$ cat src/rtl/seq_divider_pkg.sv
// Shared types and sizing helpers for the sequential restoring divider.
package seq_divider_pkg;

    typedef enum logic [0:0] {
        IDLE = 1'b0,
        CALC = 1'b1
    } state_t;

    localparam int N_W_DEF = 16;
    localparam int D_W_DEF = 8;
    localparam int CNT_W   = $clog2(N_W_DEF + 1);

    // Iteration counter width for an arbitrary dividend width.
    function automatic int cnt_width(input int n);
        return $clog2(n + 1);
    endfunction

endpackage

$ cat src/rtl/seq_divider_div_step.sv
// One combinational restoring step: shift in the next dividend bit, trial-subtract the divisor.
module div_step
    import seq_divider_pkg::*;
#(
    parameter int D_W = D_W_DEF
) (
    input  logic [D_W-1:0] r,
    input  logic           q_msb,
    input  logic [D_W-1:0] divisor,
    output logic [D_W-1:0] r_next,
    output logic           q_bit
);

    // One extra bit so the shifted remainder can exceed any D_W-bit divisor.
    logic [D_W:0] r_shift;
    logic [D_W:0] div_ext;
    logic [D_W:0] diff;

    assign r_shift = {r, q_msb};
    assign div_ext = {1'b0, divisor};
    assign diff    = r_shift - div_ext;
    assign q_bit   = (r_shift >= div_ext);
    assign r_next  = q_bit ? diff[D_W-1:0] : r_shift[D_W-1:0];

endmodule

$ cat src/rtl/seq_divider.sv
// Sequential restoring divider: one quotient bit per cycle, start/busy/done handshake.
module seq_divider
    import seq_divider_pkg::*;
#(
    parameter int N_W = N_W_DEF,
    parameter int D_W = D_W_DEF
) (
    input  logic           clk,
    input  logic           rst,
    input  logic           start,
    input  logic [N_W-1:0] dividend,
    input  logic [D_W-1:0] divisor,
    output logic           busy,
    output logic           done,
    output logic           div_by_zero,
    output logic [N_W-1:0] quotient,
    output logic [D_W-1:0] remainder
);

    localparam int CW = cnt_width(N_W);
    localparam logic [CW-1:0] LAST = CW'(N_W - 1);

    state_t         state_reg;
    logic           zero_pend_reg;
    logic [N_W-1:0] q_reg;
    logic [D_W-1:0] r_reg;
    logic [D_W-1:0] div_reg;
    logic [CW-1:0]  cnt_reg;
    logic           done_reg;
    logic           dz_reg;
    logic [N_W-1:0] quot_reg;
    logic [D_W-1:0] rem_reg;

    logic [D_W-1:0] step_r;
    logic           step_q;
    logic [N_W-1:0] q_shift;

    div_step #(.D_W(D_W)) u_step (
        .r       (r_reg),
        .q_msb   (q_reg[N_W-1]),
        .divisor (div_reg),
        .r_next  (step_r),
        .q_bit   (step_q)
    );

    assign q_shift = {q_reg[N_W-2:0], step_q};

    always_ff @(posedge clk) begin
        if (rst) begin
            state_reg     <= IDLE;
            zero_pend_reg <= 1'b0;
            q_reg         <= '0;
            r_reg         <= '0;
            div_reg       <= '0;
            cnt_reg       <= '0;
            done_reg      <= 1'b0;
            dz_reg        <= 1'b0;
            quot_reg      <= '0;
            rem_reg       <= '0;
        end else begin
            done_reg <= 1'b0;
            case (state_reg)
                IDLE: begin
                    // A zero divisor skips iteration and reports one cycle after acceptance.
                    if (zero_pend_reg) begin
                        zero_pend_reg <= 1'b0;
                        done_reg      <= 1'b1;
                        dz_reg        <= 1'b1;
                        quot_reg      <= '1;
                        rem_reg       <= '0;
                    end else if (start) begin
                        if (divisor != '0) begin
                            div_reg   <= divisor;
                            q_reg     <= dividend;
                            r_reg     <= '0;
                            cnt_reg   <= '0;
                            state_reg <= CALC;
                        end else begin
                            zero_pend_reg <= 1'b1;
                        end
                    end
                end
                CALC: begin
                    q_reg   <= q_shift;
                    r_reg   <= step_r;
                    cnt_reg <= cnt_reg + 1'b1;
                    if (cnt_reg == LAST) begin
                        state_reg <= IDLE;
                        done_reg  <= 1'b1;
                        dz_reg    <= 1'b0;
                        quot_reg  <= q_shift;
                        rem_reg   <= step_r;
                    end
                end
                default: state_reg <= IDLE;
            endcase
        end
    end

    assign busy        = (state_reg == CALC) || zero_pend_reg;
    assign done        = done_reg;
    assign div_by_zero = dz_reg;
    assign quotient    = quot_reg;
    assign remainder   = rem_reg;

endmodule

$ cat config.mk
export PLATFORM = sky130hd
export DESIGN_NAME = seq_divider
export DESIGN_NICKNAME = d
export VERILOG_FILES = /design/src/rtl/seq_divider_pkg.sv /design/src/rtl/seq_divider_div_step.sv /design/src/rtl/seq_divider.sv
export SDC_FILE = /design/constraint.sdc
export NUM_CORES = 1
export LEC_CHECK = 0
export ABC_AREA = 1
export BUFFER_PORTS_ARGS = -buffer_cell sky130_fd_sc_hd__buf_2
export CORE_ASPECT_RATIO = 2
export CORE_MARGIN = 3
export CORE_UTILIZATION = 30
export CTS_CLUSTER_DIAMETER = 30
export DETAILED_ROUTE_END_ITERATION = 12
export PLACE_DENSITY = 0.58
export SYNTH_ARGS = -nofsm -noshare
export SYNTH_HDL_FRONTEND = slang
export SYNTH_SLANG_ARGS = --single-unit
export TNS_END_PERCENT = 1
$ cat constraint.sdc
create_clock -name clk -period 1.55 [get_ports clk]
set_input_delay 0.155 -clock clk [delete_from_list [all_inputs] [get_ports clk]]
set_output_delay 0.155 -clock clk [all_outputs]
set_load 0.05 [all_outputs]
Word-level counts from Yosys, hierarchy flattened
Cells that the tools add are included.
{ "word_totals": {"in_bits": 27, "reg_bits": 65, "elab_cells": 59} }
{ "classes": {"n_reduce_logical": 5, "addsub": 2, "bitwise_logic": 2, "mux": 33, "magnitude_cmp": 1, "eq_ne": 6} }
{ "ops": {"columns": ["cell", "n"], "rows": [
  ["16-bit 2-to-1 mux", 5],
  ["16-bit one-hot mux with 2 select lines", 2],
  ["8-bit 2-to-1 mux", 6],
  ["8-bit one-hot mux with 2 select lines", 2],
  ["5-bit 2-to-1 mux", 3],
  ["1-bit 2-to-1 mux", 11],
  ["5-bit one-hot mux with 2 select lines", 1],
  ["9-bit by 8-bit greater-or-equal comparator with 1-bit output", 1],
  ["2-bit inequality test, second input constant", 4],
  ["8-bit nonzero test", 1],
  ["8-bit subtractor", 1],
  ["1-bit one-hot mux with 2 select lines", 3],
  ["5-bit by 1-bit adder with 5-bit output, second input constant", 1],
  ["5-bit by 4-bit equality test with 1-bit output, second input constant", 1],
  ["4-bit AND reduction", 1],
  ["3-bit AND reduction", 1],
  ["2-bit by 1-bit inequality test with 1-bit output, second input constant", 1],
  ["1-bit NOT", 2],
  ["2-bit AND reduction", 1],
  ["1-bit logical OR", 1]
]} }

Longest topological paths before layout
{ "logic_depth": {"word_depth": 5, "depth_mapped": 13, "ltp_nobuf": 13} }

Cells and area by module
A second synthesis with hierarchy kept.
{ "hier_totals": {"cells_unflattened": 438, "area_unflattened_um2": 3244.4} }
{ "modules_own_cells": {"columns": ["mod", "cells_each", "n_inst", "area_per_inst_um2"], "rows": [
  ["seq_divider", 329, 1, 2658.8],
  ["div_step", 109, 1, 585.6]
]} }

Least setup slack after synthesis
Ideal clock, no wire load.
{ "synth_path": {"path_kind": "register -> register", "from": "register cnt_reg[0]", "to": "register dz_reg (netlist: div_by_zero)", "arrival_time_ns": 1.563, "setup_ns": 0.115, "path_stages_with_launch": 12, "slack_ns": -0.128, "synth_period_minus_slack_ns": 1.678, "required_time_ns": 1.435, "cell_sequence": "dfxtp_1 > ha_1 > nand2_1 > nor2_1 > ha_1 > or2_1 > nand2_1 > inv_2 > buf_6 > buf_6 > o211ai_2 > inv_1"} }
{ "synth_via": {"elab_chain_cells": 3} }
{ "synth_lines": {"columns": ["item", "line_no", "rtl"], "rows": [
  ["from (decl)", "seq_divider.sv:28", "logic [CW-1:0] cnt_reg;"],
  ["from (signal assigned)", "seq_divider.sv:86", "cnt_reg <= cnt_reg + 1'b1;"],
  ["5-bit by 4-bit equality test with 1-bit output", "seq_divider.sv:87", "if (cnt_reg == LAST) begin"],
  ["2-bit by 1-bit inequality test with 1-bit output (no line)", null, null],
  ["2-bit AND reduction (no line)", null, null],
  ["to (signal assigned)", "seq_divider.sv:57", "dz_reg <= 1'b0;"],
  ["to (signal assigned)", "seq_divider.sv:68", "dz_reg <= 1'b1;"],
  ["to (signal assigned)", "seq_divider.sv:90", "dz_reg <= 1'b0;"],
  ["to (decl)", "seq_divider.sv:30", "logic dz_reg;"]
]} }
No other way between the ends.
A chain may end at the register's enable or synchronous reset.

Final worst setup path
{ "layout_path": {"from": "register div_reg[4]", "to": "register rem_reg[2] (netlist: remainder[2])"} }
{ "layout_via": {"elab_chain_cells": 4} }
{ "layout_lines": {"columns": ["item", "line_no", "rtl"], "rows": [
  ["from (decl)", "seq_divider.sv:27", "logic [D_W-1:0] div_reg;"],
  ["from (signal assigned)", "seq_divider.sv:73", "div_reg <= divisor;"],
  ["9-bit by 8-bit greater-or-equal comparator with 1-bit output", "seq_divider_div_step.sv:22", "assign q_bit = (r_shift >= div_ext);"],
  ["8-bit 2-to-1 mux", "seq_divider_div_step.sv:23", "assign r_next = q_bit ? diff[D_W-1:0] : r_shift[D_W-1:0];"],
  ["8-bit 2-to-1 mux", "seq_divider.sv:87", null],
  ["8-bit one-hot mux with 2 select lines", "seq_divider.sv:62", "case (state_reg)"],
  ["to (signal assigned)", "seq_divider.sv:92", "rem_reg <= step_r;"],
  ["to (decl)", "seq_divider.sv:32", "logic [D_W-1:0] rem_reg;"]
]} }
No other way between the ends. The select of a mux whose other input is x is not followed.

==> reports/qor.yml <==
outcome: "finished, violations left"
violations: "negative setup slack"
p_sw_frac: 0.3489
gr-total-overflow: 0
hold_viol: 0
syn-instance-count: 450
async_flop_share: 0
critPathMaxStageDelay_ns: 0.32
synth_common_cells: "nand2_1 (77), dfxtp_1 (65), inv_1 (61)"
cp.depth: 12
synth_area_um2: 3241
drive_gt1_frac: 0.4324
clock_sinks: 65
pwr-share-comb: 0.364
synth_top_family_by_area: "simple AND/OR/NAND/NOR gates"
fin_setup_tns_ns: -2.954
crit_required_ns: 1.78
max-cap-violations: 0
synth_compound_area_frac: 0.1842
hp-start: "dividend[5]"
dieArea_um2: 12160
r2r_end: "remainder[2]"
clock_path_buffers: 2
vias: 3278
maxSlewViolCount: 0
die_h_um: 153.0
slew_headroom: 0.6867
postRouteAntennaNets: 0
setup-violations-final: 35
hold_class: "input pin to register"
yosysSeqAreaShare: 0.4015
via_per_inst: 4.690
ys_seq_elements: 65
synthMuxAreaShare: 0
synth-edff-count: 0
htreeDepth: 3
r2r_slack_ns: -0.17
cp_num_buf_inv: 4
fp-row-count: 53
area_growth_pct: 49.50
netlist_top_cells_area: "dfxtp_1 (40%), nand2_1 (8.9%), a21oi_1 (7.3%)"
start_util: 0.3073
grt_use_total: 0.1729
ir_drop_v: 0.0007581
cts_root_buffer: "clkbuf_16"
grt_pass1_wl_um: 16110
dp_hpwl_um: 7225
period_share: 1.109
crit_chain: "inv_2 -> ha_4 -> nand2_4 -> inv_2 -> nand2_2 -> buf_6 -> nand3_4 -> nand3_4 -> nand4_1 -> nand3_2 -> nand2_1 -> inv_1"
crit_path_top_delay_cell: "dfxtp_2"
grt_max_degree: 45
synth_flop_cell: "dfxtp_1"
min_path_cells: 3
path_clk_slew_ns: 0.06
nets: 595
end_kind: "register"
hold_buffers: 0
drt-initial-drc-count: 110
tightest_slew_ns: 0.4700
yosys.cell_types.count: 29
synth_simple_gate_area_frac: 0.2452
p_int_uw: 4000
power_switching_uw: 2144
clk_latency_ns: 0.33
synthAdderAreaFrac: 0.04479
start_kind: "register"
clock_skew_ns: 0.007921
globalplace.congestion: 0.8692
max_freq_mhz: 581.7
p_seq_frac: 0.313
power_uw: 6144
grt_setup_unrepaired: "yes"
ios: 54
fillers: 1066
antennaDiodeCount: 0
drc: 0
grt_antenna_before_repair: 0
cts_buffers: 9
cts_tree: "built"
dieWidth_um: 79.49
power_density_nw_per_um2: 1268
synthXorXnorAreaFrac: 0.008108
core_um2: 10540
wl_per_cell_um: 14.24
min_period_ns: 1.719
yosysMostFrequentCell: "nand2_1"
syn-num-nets: 488
io_buffers: 53
grt_pass1_vias: 3401
ys_warn_count: 0
p_clk_frac: 0.323
crit_family: "simple AND/OR/NAND/NOR gates"
leakagePower_uw: 0.002344
whs_endpoint: "q_reg[5]"
yosys.area.top_type: "dfxtp_1"
first_pass_iters: 4
criticalPathCategory: "register to register"
synth_top_area_frac: 0.4015
fin_ws_ns: -0.1692
worst_ep_arrival_time_ns: 1.95
path_max_fanout: 8
avgSynthCellArea_um2: 7.201
reg2reg_depth: 12
wirelength_um: 9954
r2r_start: "div_reg[4]"
[power by group through the flow]
stage          logic (uW)  clock network, uW  registers (uW)
4_1_cts              2090               2050            1920
5_1_grt              2420               2110            1940
6_report             2240               1990            1920
2_1_floorplan         885                  0            2130
3_3_place_gp         1690                  0            1930
3_5_place_dp         1700                  0            1930
[repair_timing]
action                                  CTS  global route
buffers inserted                         11             4
cloned                                    1             0
endpoints found under the setup margin   34            35
resized for setup                        91            48
pin swaps                                18            23
[layout make-up]
| type | instances | area [um^2] | area share |
|---|---|---|---|
| Inverter | 65 | 254.0 | 0.05243 |
| Multi-Input combinational cell | 298 | 1959 | 0.4044 |
| Timing Repair Buffer | 118 | 845.8 | 0.1746 |
| Clock buffer | 9 | 225.2 | 0.04649 |
| Tap cell | 137 | 171.4 | 0.03538 |
| Sequential cell | 65 | 1318 | 0.2720 |
| Clock inverter | 7 | 71.32 | 0.01472 |
[worst reg2reg max path: stages (launching register included)]
cell	delay, ns
dfxtp_2	0.32
inv_2	0.05
ha_4	0.32
nand2_4	0.07
inv_2	0.05
nand2_2	0.06
buf_6	0.12
nand3_4	0.08
nand3_4	0.13
nand4_1	0.16
nand3_2	0.13
nand2_1	0.09
inv_1	0.03
[worst max path at each step]
stage | start | end | slack, ns
final | div_reg[4] | remainder[2] | -0.17
after global routing | div_reg[4] | remainder[2] | -0.28
after CTS | div_reg[4] | remainder[6] | -0.18
after detailed placement | div_reg[6] | remainder[2] | -0.40
after global placement | div_reg[6] | remainder[2] | -0.40
after floorplan | cnt_reg[1] | div_by_zero | -0.05
[metrics by stage]
step,utilization,hold slack (ns),std cells,area [um^2],worst slack (ns)
final,0.4595,0.1132,699,4845,-0.1692
after detailed placement,0.3756,0.4467,667,3960,-0.4049
after global placement,0.3756,0.4424,667,3960,-0.3970
after global routing,0.4595,0.1062,699,4845,-0.2774
after CTS,0.4420,0.09713,695,4661,-0.1831
after floorplan,-,0.3021,450,3251,-0.05291
[routing by layer]
layer  up-vias  global-route usage  part of all wire
li1       1687                   -                 -
met1      1497              0.1603              0.35
met2        66              0.3239              0.57
met3        28             0.01946             0.022
met4         0              0.1369             0.060
met5         -                   0                 0
[cells by family (layout without fill, tap and decap cells)]
logic type | count (synthesis) | count (layout)
and+or+nand+nor | 174 | 174
AOI/OAI and AO/OA | 110 | 110
buffers and inverters | 87 | 199
DFF | 65 | 65
adders and majority gates | 11 | 11
xor gates and xnor gates | 3 | 3
[cell usage in the layout, fill, tap and decap left out, types with 2 or more instances in the layout]
cell type	instances
o21ai_2	16
buf_12	4
nand3_2	15
a21oi_1	46
nor2_4	2
inv_2	11
inv_4	2
clkinvlp_4	3
or2_2	2
nand2_2	15
o21bai_1	15
nand3_1	20
inv_1	51
nand2_1	61
clkinv_2	2
nor2_1	27
nor2_2	9
nand3_4	4
xnor2_1	2
buf_6	4
buf_2	53
clkbuf_16	9
dfxtp_1	54
o21ai_1	6
o21ai_0	24
ha_4	9
buf_4	55
nand4_1	10
dfxtp_2	10
nand2_4	6
Note: power is estimated with default switching activity, not from simulation.
